--- config.mk ---
export PLATFORM = sky130hd
export DESIGN_NAME = sram_arbiter_flat
export DESIGN_NICKNAME = d
export VERILOG_FILES = /design/src/rtl/sram_arbiter_if.sv /design/src/rtl/sram_arbiter.sv /design/src/flat_wrapper.sv
export SDC_FILE = /design/constraint.sdc
export NUM_CORES = 1
export LEC_CHECK = 0
export BUFFER_PORTS_ARGS = -buffer_cell sky130_fd_sc_hd__buf_4
export CAP_MARGIN = 20
export CELL_PAD_IN_SITES_DETAIL_PLACEMENT = 1
export CELL_PAD_IN_SITES_GLOBAL_PLACEMENT = 2
export CORE_AREA = 2 2 194 101
export DETAILED_ROUTE_END_ITERATION = 16
export DIE_AREA = 0 0 196 103
export GPL_TIMING_DRIVEN = 0
export PLACE_DENSITY_LB_ADDON = 0.15
export REMOVE_ABC_BUFFERS = 1
export SYNTH_ARGS = -nofsm -noshare
export SYNTH_HDL_FRONTEND = slang
export SYNTH_SLANG_ARGS = --single-unit
--- constraint.sdc ---
create_clock -name clk -period 1.6 [get_ports clk]
set_input_delay 0.24 -clock clk [delete_from_list [all_inputs] [get_ports clk]]
set_output_delay 0.24 -clock clk [all_outputs]
set_load 0.02 [all_outputs]
--- src/rtl/sram_arbiter_if.sv ---
`default_nettype none
// ============================================================================
//  Module      : sram_arbiter_if
//  Description : Bundle of the fetch port, load/store port and shared SRAM
//                port seen by the SRAM arbiter.
//                  fetch  : inst_req/inst_addr in; inst_addr_ok,
//                           inst_data_ok, inst_rdata out
//                  data   : data_req/wr/wstrb/addr/wdata in; data_addr_ok,
//                           data_data_ok, data_rdata out
//                  sram   : sram_en/we/addr/wdata out; sram_rdata in
//                  status : conflict_cnt out
//                The slave modport is the arbiter's view.
//                The master modport is the view of the surrounding system.
//  Revision    : 1.0 - initial release
// ============================================================================
interface sram_arbiter_if;
  logic        inst_req;
  logic [31:0] inst_addr;
  logic        inst_addr_ok;
  logic        inst_data_ok;
  logic [31:0] inst_rdata;

  logic        data_req;
  logic        data_wr;
  logic [3:0]  data_wstrb;
  logic [31:0] data_addr;
  logic [31:0] data_wdata;
  logic        data_addr_ok;
  logic        data_data_ok;
  logic [31:0] data_rdata;

  logic        sram_en;
  logic [3:0]  sram_we;
  logic [31:0] sram_addr;
  logic [31:0] sram_wdata;
  logic [31:0] sram_rdata;

  logic [15:0] conflict_cnt;

  modport slave (
    input  inst_req, inst_addr,
    output inst_addr_ok, inst_data_ok, inst_rdata,
    input  data_req, data_wr, data_wstrb, data_addr, data_wdata,
    output data_addr_ok, data_data_ok, data_rdata,
    output sram_en, sram_we, sram_addr, sram_wdata,
    input  sram_rdata,
    output conflict_cnt
  );

  modport master (
    output inst_req, inst_addr,
    input  inst_addr_ok, inst_data_ok, inst_rdata,
    output data_req, data_wr, data_wstrb, data_addr, data_wdata,
    input  data_addr_ok, data_data_ok, data_rdata,
    input  sram_en, sram_we, sram_addr, sram_wdata,
    output sram_rdata,
    input  conflict_cnt
  );
endinterface
`default_nettype wire

--- src/rtl/sram_arbiter.sv ---
`default_nettype none
// ============================================================================
//  Module      : sram_arbiter
//  Description : Shares one single-cycle SRAM port between a fetch requester
//                and a load/store requester. Grants are combinational, and
//                each granted access returns its response exactly one cycle
//                later.
//                  clk   : single clock, rising edge
//                  reset : synchronous, active-high
//                  bus   : sram_arbiter_if.slave (all request, response,
//                          SRAM and status signals)
//                  DATA_PRIO : 0 = round-robin on conflict,
//                              1 = data side always wins a conflict
//  Revision    : 1.0 - initial release
// ============================================================================
module sram_arbiter #(
  parameter int DATA_PRIO = 0
) (
  input  wire logic       clk,
  input  wire logic       reset,
  sram_arbiter_if.slave   bus
);

  localparam bit         c_DATA_PRIO = (DATA_PRIO != 0);
  localparam logic [15:0] c_CNT_MAX  = 16'hFFFF;

  typedef enum logic [1:0] {
    S_IDLE   = 2'd0,
    S_RESP_I = 2'd1,
    S_RESP_D = 2'd2
  } state_t;

  state_t      r_state;
  logic        r_last_data;      // 1 = most recent grant went to the data side
  logic        r_resp_is_write;
  logic [15:0] r_conflict_cnt;

  logic w_conflict;
  logic w_grant_i;
  logic w_grant_d;
  logic w_wr;

  // Under a conflict, data wins if it is fixed-priority or if fetch was
  // served last. Reset suppresses all grants so nothing leaks onto the SRAM.
  always_comb begin
    w_conflict = bus.inst_req && bus.data_req;
    w_grant_d  = !reset && bus.data_req &&
                 (!bus.inst_req || c_DATA_PRIO || !r_last_data);
    w_grant_i  = !reset && bus.inst_req && !w_grant_d;
    w_wr       = w_grant_d && bus.data_wr;
  end

  // Grant-cycle SRAM drive; all fields are zero when idle.
  always_comb begin
    bus.inst_addr_ok = w_grant_i;
    bus.data_addr_ok = w_grant_d;
    bus.sram_en      = w_grant_i || w_grant_d;
    bus.sram_we      = w_wr ? bus.data_wstrb : 4'b0000;
    bus.sram_wdata   = w_wr ? bus.data_wdata : 32'h0;
    if (w_grant_d) begin
      bus.sram_addr = bus.data_addr;
    end else if (w_grant_i) begin
      bus.sram_addr = bus.inst_addr;
    end else begin
      bus.sram_addr = 32'h0;
    end
  end

  // Responses come from the registered state. Gating with reset drops a
  // response whose grant happened just before reset was raised.
  always_comb begin
    bus.inst_data_ok = !reset && (r_state == S_RESP_I);
    bus.inst_rdata   = bus.inst_data_ok ? bus.sram_rdata : 32'h0;
    bus.data_data_ok = !reset && (r_state == S_RESP_D);
    bus.data_rdata   = (bus.data_data_ok && !r_resp_is_write) ? bus.sram_rdata : 32'h0;
    bus.conflict_cnt = r_conflict_cnt;
  end

  always_ff @(posedge clk) begin
    if (reset) begin
      r_state         <= S_IDLE;
      r_last_data     <= 1'b0;
      r_resp_is_write <= 1'b0;
      r_conflict_cnt  <= 16'h0;
    end else begin
      if (w_grant_d) begin
        r_state         <= S_RESP_D;
        r_last_data     <= 1'b1;
        r_resp_is_write <= bus.data_wr;
      end else if (w_grant_i) begin
        r_state     <= S_RESP_I;
        r_last_data <= 1'b0;
      end else begin
        r_state <= S_IDLE;
      end

      if (w_conflict && (r_conflict_cnt != c_CNT_MAX)) begin
        r_conflict_cnt <= r_conflict_cnt + 16'd1;
      end
    end
  end

endmodule
`default_nettype wire

--- src/flat_wrapper.sv ---
// flat-port wrapper written by rule: the top's interface ports become plain ports
module sram_arbiter_flat 
#(
  parameter int DATA_PRIO = 0
)
  (clk, reset, bus_inst_req, bus_inst_addr, bus_inst_addr_ok, bus_inst_data_ok, bus_inst_rdata, bus_data_req, bus_data_wr, bus_data_wstrb, bus_data_addr, bus_data_wdata, bus_data_addr_ok, bus_data_data_ok, bus_data_rdata, bus_sram_en, bus_sram_we, bus_sram_addr, bus_sram_wdata, bus_sram_rdata, bus_conflict_cnt);
  sram_arbiter_if bus_i ();
  input  wire logic clk;
  input  wire logic reset;
  input wire logic [$bits(bus_i.inst_req)-1:0] bus_inst_req;
  input wire logic [$bits(bus_i.inst_addr)-1:0] bus_inst_addr;
  output wire logic [$bits(bus_i.inst_addr_ok)-1:0] bus_inst_addr_ok;
  output wire logic [$bits(bus_i.inst_data_ok)-1:0] bus_inst_data_ok;
  output wire logic [$bits(bus_i.inst_rdata)-1:0] bus_inst_rdata;
  input wire logic [$bits(bus_i.data_req)-1:0] bus_data_req;
  input wire logic [$bits(bus_i.data_wr)-1:0] bus_data_wr;
  input wire logic [$bits(bus_i.data_wstrb)-1:0] bus_data_wstrb;
  input wire logic [$bits(bus_i.data_addr)-1:0] bus_data_addr;
  input wire logic [$bits(bus_i.data_wdata)-1:0] bus_data_wdata;
  output wire logic [$bits(bus_i.data_addr_ok)-1:0] bus_data_addr_ok;
  output wire logic [$bits(bus_i.data_data_ok)-1:0] bus_data_data_ok;
  output wire logic [$bits(bus_i.data_rdata)-1:0] bus_data_rdata;
  output wire logic [$bits(bus_i.sram_en)-1:0] bus_sram_en;
  output wire logic [$bits(bus_i.sram_we)-1:0] bus_sram_we;
  output wire logic [$bits(bus_i.sram_addr)-1:0] bus_sram_addr;
  output wire logic [$bits(bus_i.sram_wdata)-1:0] bus_sram_wdata;
  input wire logic [$bits(bus_i.sram_rdata)-1:0] bus_sram_rdata;
  output wire logic [$bits(bus_i.conflict_cnt)-1:0] bus_conflict_cnt;
  assign bus_i.inst_req = bus_inst_req;
  assign bus_i.inst_addr = bus_inst_addr;
  assign bus_inst_addr_ok = bus_i.inst_addr_ok;
  assign bus_inst_data_ok = bus_i.inst_data_ok;
  assign bus_inst_rdata = bus_i.inst_rdata;
  assign bus_i.data_req = bus_data_req;
  assign bus_i.data_wr = bus_data_wr;
  assign bus_i.data_wstrb = bus_data_wstrb;
  assign bus_i.data_addr = bus_data_addr;
  assign bus_i.data_wdata = bus_data_wdata;
  assign bus_data_addr_ok = bus_i.data_addr_ok;
  assign bus_data_data_ok = bus_i.data_data_ok;
  assign bus_data_rdata = bus_i.data_rdata;
  assign bus_sram_en = bus_i.sram_en;
  assign bus_sram_we = bus_i.sram_we;
  assign bus_sram_addr = bus_i.sram_addr;
  assign bus_sram_wdata = bus_i.sram_wdata;
  assign bus_i.sram_rdata = bus_sram_rdata;
  assign bus_conflict_cnt = bus_i.conflict_cnt;
  sram_arbiter #(.DATA_PRIO(DATA_PRIO)) u_core (.clk(clk), .reset(reset), .bus(bus_i));
endmodule
# ---- Yosys cells after proc, flatten, opt, wreduce, memory -nomap -nowiden
# Index checks and enable logic that the tools add are counted.
dict set report op_classes {
  n_mux 10
  n_reduce_logical 19
  n_eq_ne 3
  addsub 1
}
# cell n
set ops {}
lappend ops {{$mux 32} 5}
lappend ops {{$add 16x1->16 const B} 1}
lappend ops {{$ne 16x16->1 const B} 1}
lappend ops {{$logic_and 1x1->1} 10}
lappend ops {{$logic_not 1->1} 5}
lappend ops {{$mux 4} 1}
lappend ops {{$mux 1} 3}
lappend ops {{$eq 2x1->1 const B} 1}
lappend ops {{$eq 2x2->1 const B} 1}
lappend ops {{$logic_or 1x1->1} 2}
lappend ops {{$mux 2} 1}
lappend ops {{$reduce_bool 2->1} 1}
lappend ops {{$reduce_or 2->1} 1}
dict set report word_totals {
  reg_bits 20
  elab_cells 38
  inputBits 137
}

# ---- Logic depth before layout (Yosys ltp)
dict set report depth {
  depth_word 7
  depth_mapped 6
  depth_no_buf 5
}

# ---- Least setup slack after synthesis
# OpenSTA, ideal clock, no wires.
dict set report synth_timing {
  kind {register -> output}
  from {register u_core.r_state[1]}
  to {output bus_data_rdata[10]}
  arrival_time_ns 1.647
  stages_incl_launch_ff 5
  required_time_ns 1.360
  setup_slack_ns -0.287
  path_cell_list {dfxtp_1 > nor3b_1 > nor2b_1 > clkbuf_1 > and2_1}
}
dict set report synth_between {
  elab_chain_len 4
}
# element line_no
set synth_rtl {}
lappend synth_rtl {{start, declared} sram_arbiter.sv:33} ;# state_t r_state;
lappend synth_rtl {{start signal, assigned} sram_arbiter.sv:81} ;# r_state <= S_IDLE;
lappend synth_rtl {{start signal, assigned} sram_arbiter.sv:87} ;# r_state <= S_RESP_D;
lappend synth_rtl {{start signal, assigned} sram_arbiter.sv:91} ;# r_state <= S_RESP_I;
lappend synth_rtl {{$eq 2x2->1} sram_arbiter.sv:74} ;# bus.data_data_ok = !reset && (r_state == S_RESP_D);
lappend synth_rtl {{$logic_and 1x1->1} sram_arbiter.sv:74}
lappend synth_rtl {{via bus_data_data_ok} flat_wrapper.sv:21} ;# output wire logic [$bits(bus_i.data_data_ok)-1:0] bus_data_data_ok;
lappend synth_rtl {{$logic_and 1x1->1} sram_arbiter.sv:75} ;# bus.data_rdata = (bus.data_data_ok && !r_resp_is_write) ? bus.sram_rdata : 32'h0;
lappend synth_rtl {{$mux 32} sram_arbiter.sv:75}
lappend synth_rtl {{end, declared} flat_wrapper.sv:22} ;# output wire logic [$bits(bus_i.data_rdata)-1:0] bus_data_rdata;
# The timed path passes the listed nets, and every way through them passes these cells.

# ---- Worst setup path after layout
dict set report layout_timing {
  from {register u_core.r_last_data}
  to {output bus_sram_wdata[18]}
}
dict set report layout_between {
  elab_chain_len 5
}
# element line_no
set layout_rtl {}
lappend layout_rtl {{start, declared} sram_arbiter.sv:34} ;# logic r_last_data;
lappend layout_rtl {{start signal, assigned} sram_arbiter.sv:82} ;# r_last_data <= 1'b0;
lappend layout_rtl {{start signal, assigned} sram_arbiter.sv:88} ;# r_last_data <= 1'b1;
lappend layout_rtl {{start signal, assigned} sram_arbiter.sv:92} ;# r_last_data <= 1'b0;
lappend layout_rtl {{$logic_not 1->1} sram_arbiter.sv:48} ;# (!bus.inst_req || c_DATA_PRIO || !r_last_data);
lappend layout_rtl {{$logic_or 1x1->1} sram_arbiter.sv:48}
lappend layout_rtl {{$logic_and 1x1->1} sram_arbiter.sv:47} ;# w_grant_d = !reset && bus.data_req &&
lappend layout_rtl {{$logic_and 1x1->1} sram_arbiter.sv:50} ;# w_wr = w_grant_d && bus.data_wr;
lappend layout_rtl {{$mux 32} sram_arbiter.sv:59} ;# bus.sram_wdata = w_wr ? bus.data_wdata : 32'h0;
lappend layout_rtl {{end, declared} flat_wrapper.sv:26} ;# output wire logic [$bits(bus_i.sram_wdata)-1:0] bus_sram_wdata;
# No other way between the ends.

==> flow_summary.toml <==
[status]
outcome = "finished, violations left"
violations = "setup timing"

[critical_path]
crit_type = "flip-flop to output pin"
worstPathRequired_ns = 1.36
cp-start-kind = "flip-flop"
critPathMaxFanout = 5
ff2ff_path_depth = 4
cp.arrival_ns = 1.56
worstSetupEndpointType = "output pin"

[die]
io_pins = 290
fp.dieW_um = 196
floorplan.initialDensity = 0.1065
floorplan.rows = 36
core_um2 = 18740
die_area_um2 = 20190
die_h_um = 103

[grt]
grt_pass1_vias = 3355
globalRouteTotalUtil = 0.1263
antenna_found_initial = 0
grt_pass1_wl_um = 19670
overflow = 0
grt_start_max_net_pins = 38

[place]
globalplace.congestion = 0.7320
io_buffers = 289
dpl.hpwl_um = 10710
post-place-ws_ns = -0.5391

[power_and_ir_drop]
clockPowerShare = 0.263
pwr-share-seq = 0.226
comb_power_share = 0.511
p_int_mw = 1.546
p_leak_nw = 2.941
power_mw = 2.252
vdd_ir_drop_max_uv = 332.8
p_sw_frac = 0.3135
p_per_area_nw_per_um2 = 370.2
p_sw_mw = 0.7060

[cells_and_area]
drive_gt1_frac = 0.7744
layout_common_cells = "buf_4 (183), buf_6 (134), and2_4 (58)"
fill_cells = 2177
postLayoutCoreUtil = 0.3247
synthToLayoutAreaGrowth_pct = 204.8
nets = 733
antenna_cells = 0
final_common_cell = "buf_4"

[sta]
fin_crit_ns = 1.797
holdWs_ns = 0.3014
worstMarginPinSlew_ns = 0.3548
fin_ws_ns = -0.1972
period_share = 1.123
finalClockSkew_ns = 0.005614
tns_ns = -13.27
rsz0062_at_grt = "yes"
slew_headroom = 0.7635
setup_viol = 125
drv_slew = 0
finalHoldViolCount = 0
timing.fmax_mhz = 556.4

[cts]
cts_tree = "built"
cts_sinks = 20
clock_latency_ns = 0.26
clockRootBuffer = "clkbuf_16"
path_clk_slew_ns = 0.06
numCtsBuffers = 3
clockBufferDepth = 2
htree_levels = 1

[detailed_routing]
drt-initial-drc-count = 73
drt-total-wl_um = 15370
top_layer = "met4"
vias = 3489
met3_wirelength_um = 1155
drcViolationCount = 0
wl_met2_um = 8223
via_per_inst = 4.149
drt-wirelength-per-cell_um = 18.27
first_pass_iters = 4
drt-met1-wl_um = 5913
detail-route-antenna-nets = 0

[synthesis]
synth.ff_latch_count = 20
synth_edf_count = 0
synthesis.area_um2 = 1996
yosys.cell_types.count = 32
synth_warnings = 0
syn_avg_cell_area_um2 = 7.257
async_reset_ff_frac = 0
seq_area_frac_synth = 0.2006
synthFlopType = "dfxtp_1"
synthCells = 275

[worst_hold_path]
hp-class = "input pin to flip-flop"
hold_path_depth = 2

[run]
drv_cap = 0
synthesized netlist by cell type (all sizes together) (2+ instances only):
cell	n	area [um^2]
a21oi	14	70.07
a22o	32	280.3
and2	66	412.9
and3	38	237.7
and4	2	17.52
buf	5	25.02
clkbuf	20	75.07
dfxtp	20	400.4
inv	4	15.01
nand2	10	37.54
nand3	7	35.03
nand4	5	46.29
nor2	7	26.28
nor2b	2	12.51
nor3	4	20.02
nor3b	4	35.03
nor4	2	25.02
o21ai	9	45.04
o31ai	3	22.52
or3	8	50.05
or4	4	30.03
critical path: stages (launching register included):
cell and delay [ns]:
dfxtp_4 0.37, a21oi_4 0.14, and2_4 0.22, buf_12 0.15, buf_16 0.12, and3_4 0.18
buf_6 0.11
cell type report:
class,count,area (um^2),area share
timing repair buffer,338,3343,0.5496
tap,247,309.0,0.05080
multi-input combinational,228,1882,0.3093
clock buffer,4,88.84,0.01460
sequential,20,445.4,0.07322
inverter,4,15.01,0.002468
stage by stage:
stage	instances	area, um^2
global route	841	6083
finish	841	6083
CTS	824	5456
detailed placement	791	4462
global placement	786	4374
floorplan	250	1896
logic make-up (layout without fill, tap and decap cells):
family / count (synthesis) / count (layout) / synth area share
fa+ha+maj: 1 / 1 / 0.006269
compound gates: 63 / 63 / 0.2288
flops: 20 / 20 / 0.2006
simple gates: 161 / 163 / 0.5016
buf+inv: 29 / 346 / 0.05768
mux: 1 / 1 / 0.005016
worst paths after layout:
| path | startpoint | endpoint | slack (ns) |
|---|---|---|---|
| worst min-delay path | bus_data_req | u_core.r_last_data | 0.30 |
| worst min register to register | u_core.r_resp_is_write | u_core.r_resp_is_write | 0.51 |
| worst max-delay path | u_core.r_last_data | bus_sram_wdata[18] | -0.20 |
| worst max register to register | u_core.bus.conflict_cnt[8] | u_core.bus.conflict_cnt[13] | 0.02 |
power groups by stage:
| stage | clock network [mW] | logic (mW) | registers (mW) |
|---|---|---|---|
| 3_3_place_gp | 0 | 0.833 | 0.525 |
| 4_1_cts | 0.616 | 1.04 | 0.516 |
| 5_1_grt | 0.653 | 1.22 | 0.510 |
| 3_5_place_dp | 0 | 0.858 | 0.526 |
| 6_report | 0.593 | 1.15 | 0.508 |
| 2_1_floorplan | 0 | 0.309 | 0.526 |
sequential cells by signal, indices dropped and copies added (netlist names):
register	flops
u_core.bus.conflict_cnt	16
u_core.r_last_data	1
u_core.r_resp_is_write	1
u_core.r_state	2
routing by layer:
layer  up-vias  track usage
met5         -            0
met4         0     0.006993
met3         6      0.03991
met2       155       0.2343
met1      1687       0.1512
li1       1641            -
what timing repair did:
item,in CTS,in global routing
buffers inserted,22,12
setup endpoints to repair,151,149
hold buffers,0,0
resized for setup,169,108
gates cloned,7,9
pin swaps,40,51
Power figures use the tool's default switching activity.
